File: config.mk
export PLATFORM = sky130hd
export DESIGN_NAME = mult_arbiter
export DESIGN_NICKNAME = d
export VERILOG_FILES = /design/src/rtl/mult_arb_pkg.sv /design/src/rtl/mult_pipe.sv /design/src/rtl/mult_arbiter.sv
export SDC_FILE = /design/constraint.sdc
export NUM_CORES = 2
export LEC_CHECK = 0
export ABC_CLOCK_PERIOD_IN_PS = 12900
export CORE_MARGIN = 1.5
export CORE_UTILIZATION = 40
export DETAILED_ROUTE_END_ITERATION = 10
export PLACE_DENSITY = 0.65
export RECOVER_POWER = 50
export SYNTH_ARGS = -nofsm -noshare
export SYNTH_HDL_FRONTEND = slang
export SYNTH_SLANG_ARGS = --single-unit
File: constraint.sdc
create_clock -name clk -period 12.9 [get_ports clk]
set_input_delay 2.58 -clock clk [delete_from_list [all_inputs] [get_ports clk]]
set_output_delay 2.58 -clock clk [all_outputs]
set_load 0.1 [all_outputs]
File: src/rtl/mult_arb_pkg.sv
// Shared constants and types for the round-robin multiplier arbiter.
package mult_arb_pkg;

  localparam int MULT_W   = 32;
  localparam int RES_W    = 64;
  localparam int MULT_LAT = 7;
  localparam int ID_W     = 3;

  // One tag pipeline entry: travels alongside the multiplier data path.
  typedef struct packed {
    logic            valid;
    logic [ID_W-1:0] id;
  } tag_t;

  // Requester index plus one, wrapping at nreq.
  function automatic logic [ID_W-1:0] next_id(input logic [ID_W-1:0] id, input int nreq);
    if (int'(id) == nreq - 1) begin
      return '0;
    end
    return id + ID_W'(1);
  endfunction

endpackage

File: src/rtl/mult_pipe.sv
// Unsigned 32x32 -> 64 multiplier, fully pipelined: one operand register stage
// followed by six product register stages (7 cycles from capture to output).
// Operand registers only load on a valid issue, so when the pipe is idle every
// stage settles to the last product and the output holds its last value.
module mult_pipe
  import mult_arb_pkg::*;
(
  input  logic              clk,
  input  logic              rst,
  input  logic              in_vld,
  input  logic [MULT_W-1:0] a,
  input  logic [MULT_W-1:0] b,
  output logic [RES_W-1:0]  prod
);

  localparam int NSTG = MULT_LAT - 1;

  logic [MULT_W-1:0] a_q, a_d;
  logic [MULT_W-1:0] b_q, b_d;
  logic [RES_W-1:0]  prod_q [NSTG];
  logic [RES_W-1:0]  prod_d [NSTG];

  // Operand capture on issue, multiply, then shift the product down the stages.
  always_comb begin
    a_d = a_q;
    b_d = b_q;
    if (in_vld) begin
      a_d = a;
      b_d = b;
    end
    prod_d[0] = RES_W'(a_q) * RES_W'(b_q);
    for (int i = 1; i < NSTG; i++) begin
      prod_d[i] = prod_q[i-1];
    end
  end

  // Pipeline registers; reset clears everything so the output reads zero.
  always_ff @(posedge clk) begin
    if (rst) begin
      a_q <= '0;
      b_q <= '0;
      for (int i = 0; i < NSTG; i++) begin
        prod_q[i] <= '0;
      end
    end else begin
      a_q <= a_d;
      b_q <= b_d;
      for (int i = 0; i < NSTG; i++) begin
        prod_q[i] <= prod_d[i];
      end
    end
  end

  assign prod = prod_q[NSTG-1];

endmodule

File: src/rtl/mult_arbiter.sv
// Round-robin arbiter in front of one shared pipelined multiplier.
// Grants at most one requester per cycle, tracks the winner's ID through a tag
// pipeline matched to the multiplier latency, and returns each product with a
// one-hot valid naming its requester.
// Optional feature: define MULT_ARB_PRIO0_EN to give requester 0 absolute
// priority (it never moves the pointer; the rest stay round-robin).
module mult_arbiter
  import mult_arb_pkg::*;
#(
  parameter int NREQ = 4
) (
  input  logic                   clk,
  input  logic                   rst,
  input  logic [NREQ-1:0]        REQ,
  input  logic [NREQ*MULT_W-1:0] A,
  input  logic [NREQ*MULT_W-1:0] B,
  output logic [NREQ-1:0]        ACK,
  output logic [RES_W-1:0]       RES,
  output logic [NREQ-1:0]        RES_VLD,
  output logic [3:0]             INFLIGHT,
  output logic                   BUSY
);

  logic [ID_W-1:0]   ptr_q, ptr_d;
  logic [3:0]        infl_q, infl_d;
  tag_t              tag_q [MULT_LAT];
  tag_t              tag_d [MULT_LAT];

  logic              grant_vld;
  logic              prio0_hit;
  logic [ID_W-1:0]   grant_id;
  logic [ID_W-1:0]   idx;
  logic [MULT_W-1:0] op_a, op_b;
  logic              retire;

  // Arbitration: first asserted request searching upward from the pointer.
  // Under the priority option requester 0 wins outright; when it is idle its
  // REQ bit is low, so the ordinary search naturally skips it.
  always_comb begin
    grant_vld = 1'b0;
    prio0_hit = 1'b0;
    grant_id  = '0;
    idx       = '0;
    if (!rst) begin
`ifdef MULT_ARB_PRIO0_EN
      if (REQ[0]) begin
        grant_vld = 1'b1;
        prio0_hit = 1'b1;
      end
`endif
      for (int k = 0; k < NREQ; k++) begin
        idx = ID_W'((int'(ptr_q) + k) % NREQ);
        if (!grant_vld && (|(REQ & (NREQ'(1) << idx)))) begin
          grant_vld = 1'b1;
          grant_id  = idx;
        end
      end
    end
  end

  // Winner's operand select.
  always_comb begin
    op_a = '0;
    op_b = '0;
    for (int k = 0; k < NREQ; k++) begin
      if (grant_id == ID_W'(k)) begin
        op_a = A[k*MULT_W +: MULT_W];
        op_b = B[k*MULT_W +: MULT_W];
      end
    end
  end

  // Next-state: pointer advance, tag shift, in-flight count.
  always_comb begin
    ptr_d = ptr_q;
    if (grant_vld && !prio0_hit) begin
      ptr_d = next_id(grant_id, NREQ);
    end
    tag_d[0].valid = grant_vld;
    tag_d[0].id    = grant_id;
    for (int i = 1; i < MULT_LAT; i++) begin
      tag_d[i] = tag_q[i-1];
    end
    retire = tag_q[MULT_LAT-1].valid;
    infl_d = infl_q;
    case ({grant_vld, retire})
      2'b10:   infl_d = infl_q + 4'd1;
      2'b01:   infl_d = infl_q - 4'd1;
      default: infl_d = infl_q;
    endcase
  end

  // State registers; reset drops all in-flight tags.
  always_ff @(posedge clk) begin
    if (rst) begin
      ptr_q  <= '0;
      infl_q <= '0;
      for (int i = 0; i < MULT_LAT; i++) begin
        tag_q[i] <= '0;
      end
    end else begin
      ptr_q  <= ptr_d;
      infl_q <= infl_d;
      for (int i = 0; i < MULT_LAT; i++) begin
        tag_q[i] <= tag_d[i];
      end
    end
  end

  mult_pipe u_mult_pipe (
    .clk    (clk),
    .rst    (rst),
    .in_vld (grant_vld),
    .a      (op_a),
    .b      (op_b),
    .prod   (RES)
  );

  assign ACK      = grant_vld ? (NREQ'(1) << grant_id) : '0;
  assign RES_VLD  = retire ? (NREQ'(1) << tag_q[MULT_LAT-1].id) : '0;
  assign INFLIGHT = infl_q;
  assign BUSY     = (infl_q != 4'd0);

endmodule

Word level (Yosys, flattened, before mapping) --
Memories as Yosys holds them, arrays and structs flattened. Cells that the tools add are included.
Word-level totals: memories kept 2, word-level logic and storage cells 105, RAM bits 412, output and inout port bits 77, input bits 262, register bits 70
Memories:
- u_mult_pipe.prod_q | words 6, width 64, read ports 6, clocked after memory_dff 0, write ports 6, RTL line mult_pipe.sv:20 | logic [RES_W-1:0] prod_q [NSTG];
- tag_q | words 7, width 4, read ports 7, clocked after memory_dff 0, write ports 7, RTL line mult_arbiter.sv:26 | tag_t tag_q [MULT_LAT];
Cells by class: bitwise logic cells 20, add/sub/neg operators 6, reductions and logical operators 16, mux-type cells 44, $mul 1, equal/unequal tests 6, shift operators 6
Operator list (count):
- two-way mux 64 bit | 6
- two-way mux 32 bit | 8
- multiplier 32 x 32 -> 64 bit | 1
- two-way mux 4 bit | 9
- << shifter 1 x 3 -> 4 bit (first input constant) | 5
- bitwise AND 4 bit | 4
- OR reduction 4 bit | 4
- two-way mux 1 bit | 13
- OR 1 bit | 13
- two-way mux 3 bit | 4
- one-hot mux 4 bit (2 select lines) | 1
- == test 3 x 2 -> 1 bit (second input constant) | 2
- two-way mux 2 bit | 3
- OR reduction 2 bit | 3
- adder 2 x 1 -> 2 bit (second input constant) | 2
- adder 2 bit (second input constant) | 2
- adder 4 x 1 -> 4 bit (second input constant) | 1
- nonzero test 4 bit | 1
- << shifter 1 x 2 -> 4 bit (first input constant) | 1
- subtractor 4 x 1 -> 4 bit (second input constant) | 1
- bitwise AND 1 bit (first input constant) | 3
- == test 3 x 1 -> 1 bit (second input constant) | 1
- == test 3 bit (second input constant) | 1
- logical AND 1 bit | 3
- other kinds (5) | 7

Longest topological paths before layout --
word-level depth 22, depth in mapped cells 28, mapped depth without buffers 27

Hierarchy --
From an unflattened synthesis, not the netlist that was laid out.
Second synthesis, totals: cell total of the unflattened synthesis 5294, area total of the unflattened synthesis 49247.2 um^2
Modules (own cells, without submodules):
- mult_pipe | instances 1, sequential area each 8968.6 um^2, cells each 4735, area each 45907.8 um^2
- mult_arbiter | instances 1, sequential area each 540.5 um^2, cells each 559, area each 3339.5 um^2

Worst setup path before layout --
Ideal clock, no wire load.
kind input-to-output, start in REQ[0], end out ACK[1], stages on the path 9, buffers on the path 2, data arrival time 5.363 ns, slack 4.957 ns, cells stage by stage a22o_1 a221oi_1 a21oi_1 or3_1 a21oi_1 ha_1 clkbuf_1 clkbuf_1 and2_1
On the way: cells in the longest elaborated chain, start to end 18, elaborated cells on any way between the ends 29
RTL lines:
- from (decl) | RTL line mult_arbiter.sv:14 | input logic [NREQ-1:0] REQ,
- bitwise AND 4 bit | RTL line mult_arbiter.sv:53 | if (!grant_vld && (|(REQ & (NREQ'(1) << idx)))) begin
- OR reduction 4 bit | RTL line mult_arbiter.sv:53
- two-way mux 1 bit | RTL line mult_arbiter.sv:53
- two-way mux 1 bit | RTL line mult_arbiter.sv:44 | if (!rst) begin
- logical NOT 1 bit | RTL line mult_arbiter.sv:53
- logical AND 1 bit | RTL line mult_arbiter.sv:53
- two-way mux 1 bit | RTL line mult_arbiter.sv:53
- two-way mux 1 bit | RTL line mult_arbiter.sv:44
- [3 not listed]
- two-way mux 1 bit | RTL line mult_arbiter.sv:44
- logical NOT 1 bit | RTL line mult_arbiter.sv:53
- logical AND 1 bit | RTL line mult_arbiter.sv:53
- two-way mux 3 bit (*) | RTL line mult_arbiter.sv:53
- two-way mux 3 bit (*) | RTL line mult_arbiter.sv:44
- via grant_id[0] | RTL line mult_arbiter.sv:31 | logic [ID_W-1:0] grant_id;
- << shifter 1 x 3 -> 4 bit (*) | RTL line mult_arbiter.sv:119 | assign ACK = grant_vld ? (NREQ'(1) << grant_id) : '0;
- two-way mux 4 bit (*) | RTL line mult_arbiter.sv:119
- to (decl) | RTL line mult_arbiter.sv:17 | output logic [NREQ-1:0] ACK,
Mark *: on every way through the listed nets, which the timed path passes. The rest lies on a longest branch. The select of a mux whose other input is x is not followed.

==> summary.md <==
| Metric | Value |
|---|---|
| Hold-fix buffers at CTS | 0 |
| Largest net degree at the start of global routing | approximately 230 |
| Post-DRT Antenna Nets | 0 |
| CTS buffer count | 46 |
| Worst Path Max Fanout | roughly 230 |
| Synth Register Bits | about 480 |
| Number of H-tree levels | 2 |
| Fill count | 11.6k |
| Reg2Reg Setup Slack | 4180 ps |
| Top post-synthesis cells by area | fa_1, dfxtp_1, and2_1 |
| Status | finished with violations |
| R2R Path End | u_mult_pipe.prod_q[0][61]$_SDFF_PP0_ |
| Slew HR | -415% |
| Net count, final | 6772 |
| Hold Crit Start | u_mult_pipe.prod_q[0][36]$_SDFF_PP0_ |
| Minimum clock period | roughly 10000 ps |
| Synthesized area | 48400 um^2 |
| Critical path class | in2reg |
| WP data required | 12990 ps |
| Antenna violations before repair | 17 |
| WP data arrival | 9840 ps |
| Hold path endpoint | u_mult_pipe.prod_q[0][100]$_SDFF_PP0_ |
| Initial DRT Pass Iterations | 6 |
| # clock sinks | 475 |
| Initial core utilization | 40.4% |
| Die Wd | 351 um |
| Gr ovfl total | 0 |
| CTS clk-pin slew, worst paths | 70 ps |
| Max Cap Viol | 3 |
| Final instance area | about 55000 um^2 |
| Synth unique cells | 58 |
| Clock latency on the worst-skew pair | approximately 600 ps |
| Failing checks | max-capacitance violations, max-slew violations |
| DRT iter0 DRCs | 2723 |
| Routed WL per cell | 20.4 um |
| Number of global-route vias before repair | 37.6k |
| EDFF count, synth | 0 |
| Clock Tree Buf Depth | 3 |
| Global-route wire length before repair | 222000 um |
| Hold crit path type | reg2reg |
| Most frequent cells after synthesis | fa_1, inv_1, nand2_1 |
| Final setup viols | 0 |
| Post-CTS sizing | 0 |
| CP startpoint kind | input port |
| Crit. End Element | flip-flop |
| HPWL after DPL | 103000 um |
| Syn Area/Cell | between 9 and 10 um^2 |
| Vias after detailed routing | 35.6k |
| Hold Vio Cnt, Final | 0 |
| Final Max Slew Viols | 375 |
| RePlAce Congestion | 0.930 |
| Count leader, synth | fa_1 |
| Clk_skew | roughly 30 ps |
| Gr usage total | 23.7% |
| Async S/R FF share, synth | 0% |
| Die area | 123000 um^2 |
| Rows | 127 |
| Final core utilization | 45.5% |
| Residual DRC count | 0 |
| Layout cell share with drive strength beyond 1 | 3.37% |
| Core area | 120000 um^2 |
| Hold path cells | 1 |
| Hold_ws | 418 ps |
| Die height | 351 um |
| Setup TNS | 0 ps |
| Cell Area, Placed | roughly 53000 um^2 |
| Tcrit/Tclk final | around three quarters |
| IO Count | 339 |
| Yosys warning total | 0 |
| Area Growth Syn to Fin | 12.8% |
| Post-CTS setup buffer count | 0 |
| Cell taking the most area after synthesis | fa_1 |
| RSZ-0062 raised after global routing | no |
| Area of the multi-input gates | 34400 um^2 |
| Via-to-Cell Ratio | between 5 and 6 |
| Worst Tran Pin Value | 7730 ps |
| Synth top area share | between 30% and 40% |
| Ys flop type | dfxtp_1 |
| Syn nets | 6656 |
| R2R Path Start | u_mult_pipe.b_q[17]$_SDFFE_PP0P_ |
| R2R cell count | 21 |
| Synthesized instance count | 5223 |
| Max Freq | 103 MHz |
| CTS tree | built |
| Drt total wl | 143000 um |
| Root Driver | clkbuf_16 |
| FF+latch area | ~9600 um^2 |
| Input/output buffers | 338 |
| Sequential share of the synthesized area | 19.6% |
[sequential cells by signal, summed over array words and instances, names as in the netlist]
name and cells:
INFLIGHT 4, ptr_q 2, tag_q 21, u_mult_pipe.a_q 32
u_mult_pipe.b_q 32, u_mult_pipe.prod_q 384
[worst max-delay path, stage by stage]
cell and delay, ps:
buf_8 470, clkdlybuf4s25_1 5610, nor2_1 870
[cells by family after synthesis]
| kind of cell | count (synthesis) | share of synthesized area, % |
|---|---|---|
| AND/OR/NAND/NOR | 1822 | 19.3 |
| buffers and inverters | 1202 | 9.33 |
| adder cells (fa/ha/maj) | 1171 | 44.2 |
| AO/OA/AOI/OAI | 489 | 6.41 |
| flip-flops | 475 | 19.6 |
| XOR/XNOR | 60 | 1.09 |
| multiplexers | 4 | 0.0930 |
[routing by layer]
metal	routed length (um)	track usage (%)	vias to the layer above	share of wire (%)
li1	-	-	15900	-
met1	58200	30.5	18100	41
met2	68900	40.2	1320	48
met3	9700	3.29	320	6.8
met4	5930	8.98	4	4.2
met5	21	0	-	0.015
[stage by stage]
stage                     worst slack (ps)  instances
after global routing                  2360       6987
after floorplan                       4960       5223
after detailed placement              3860       6903
after global placement                3860       6903
final                                 3160       6988
after CTS                             3850       6986
[final cells by class]
class                   instances  share of cell area (%)
diodes                          2                 0.00916
clock buffers                  62                    2.33
clock inverters                21                   0.476
inverters                     877                    6.03
multi-input cells            3546                    63.0
flip-flops and latches        475                    17.5
well taps                    1612                    3.69
repair buffers                393                    6.95
[placed cells by master (no fill, tap or decap), types with 28 or more instances in the layout]
cell type	Yosys	final
fa_1	897	897
inv_1	877	877
nand2_1	588	588
and2_1	569	569
dfxtp_1	475	438
nor2b_1	355	354
clkdlybuf4s50_1	0	337
ha_1	274	271
nor2_1	235	235
a21oi_1	151	151
o21ai_0	93	93
a22oi_1	70	70
o211ai_1	68	68
buf_4	0	52
clkbuf_16	0	46
dfxtp_2	0	37
xnor2_1	34	34
a21o_1	28	28
[worst max path at each step]
stage | to | startpoint | slack [ps]
floorplan | ACK[1] | REQ[0] | 4960
global placement | ACK[3] | REQ[0] | 3860
detailed placement | ACK[3] | REQ[0] | 3860
CTS | ACK[3] | REQ[1] | 3850
global route | u_mult_pipe.prod_q[0][12]$_SDFF_PP0_ | rst | 2360
finish | u_mult_pipe.prod_q[0][12]$_SDFF_PP0_ | rst | 3160
Power is not shown: default switching activity piles up to over one toggle a cycle in this logic, so the estimate is an artifact.
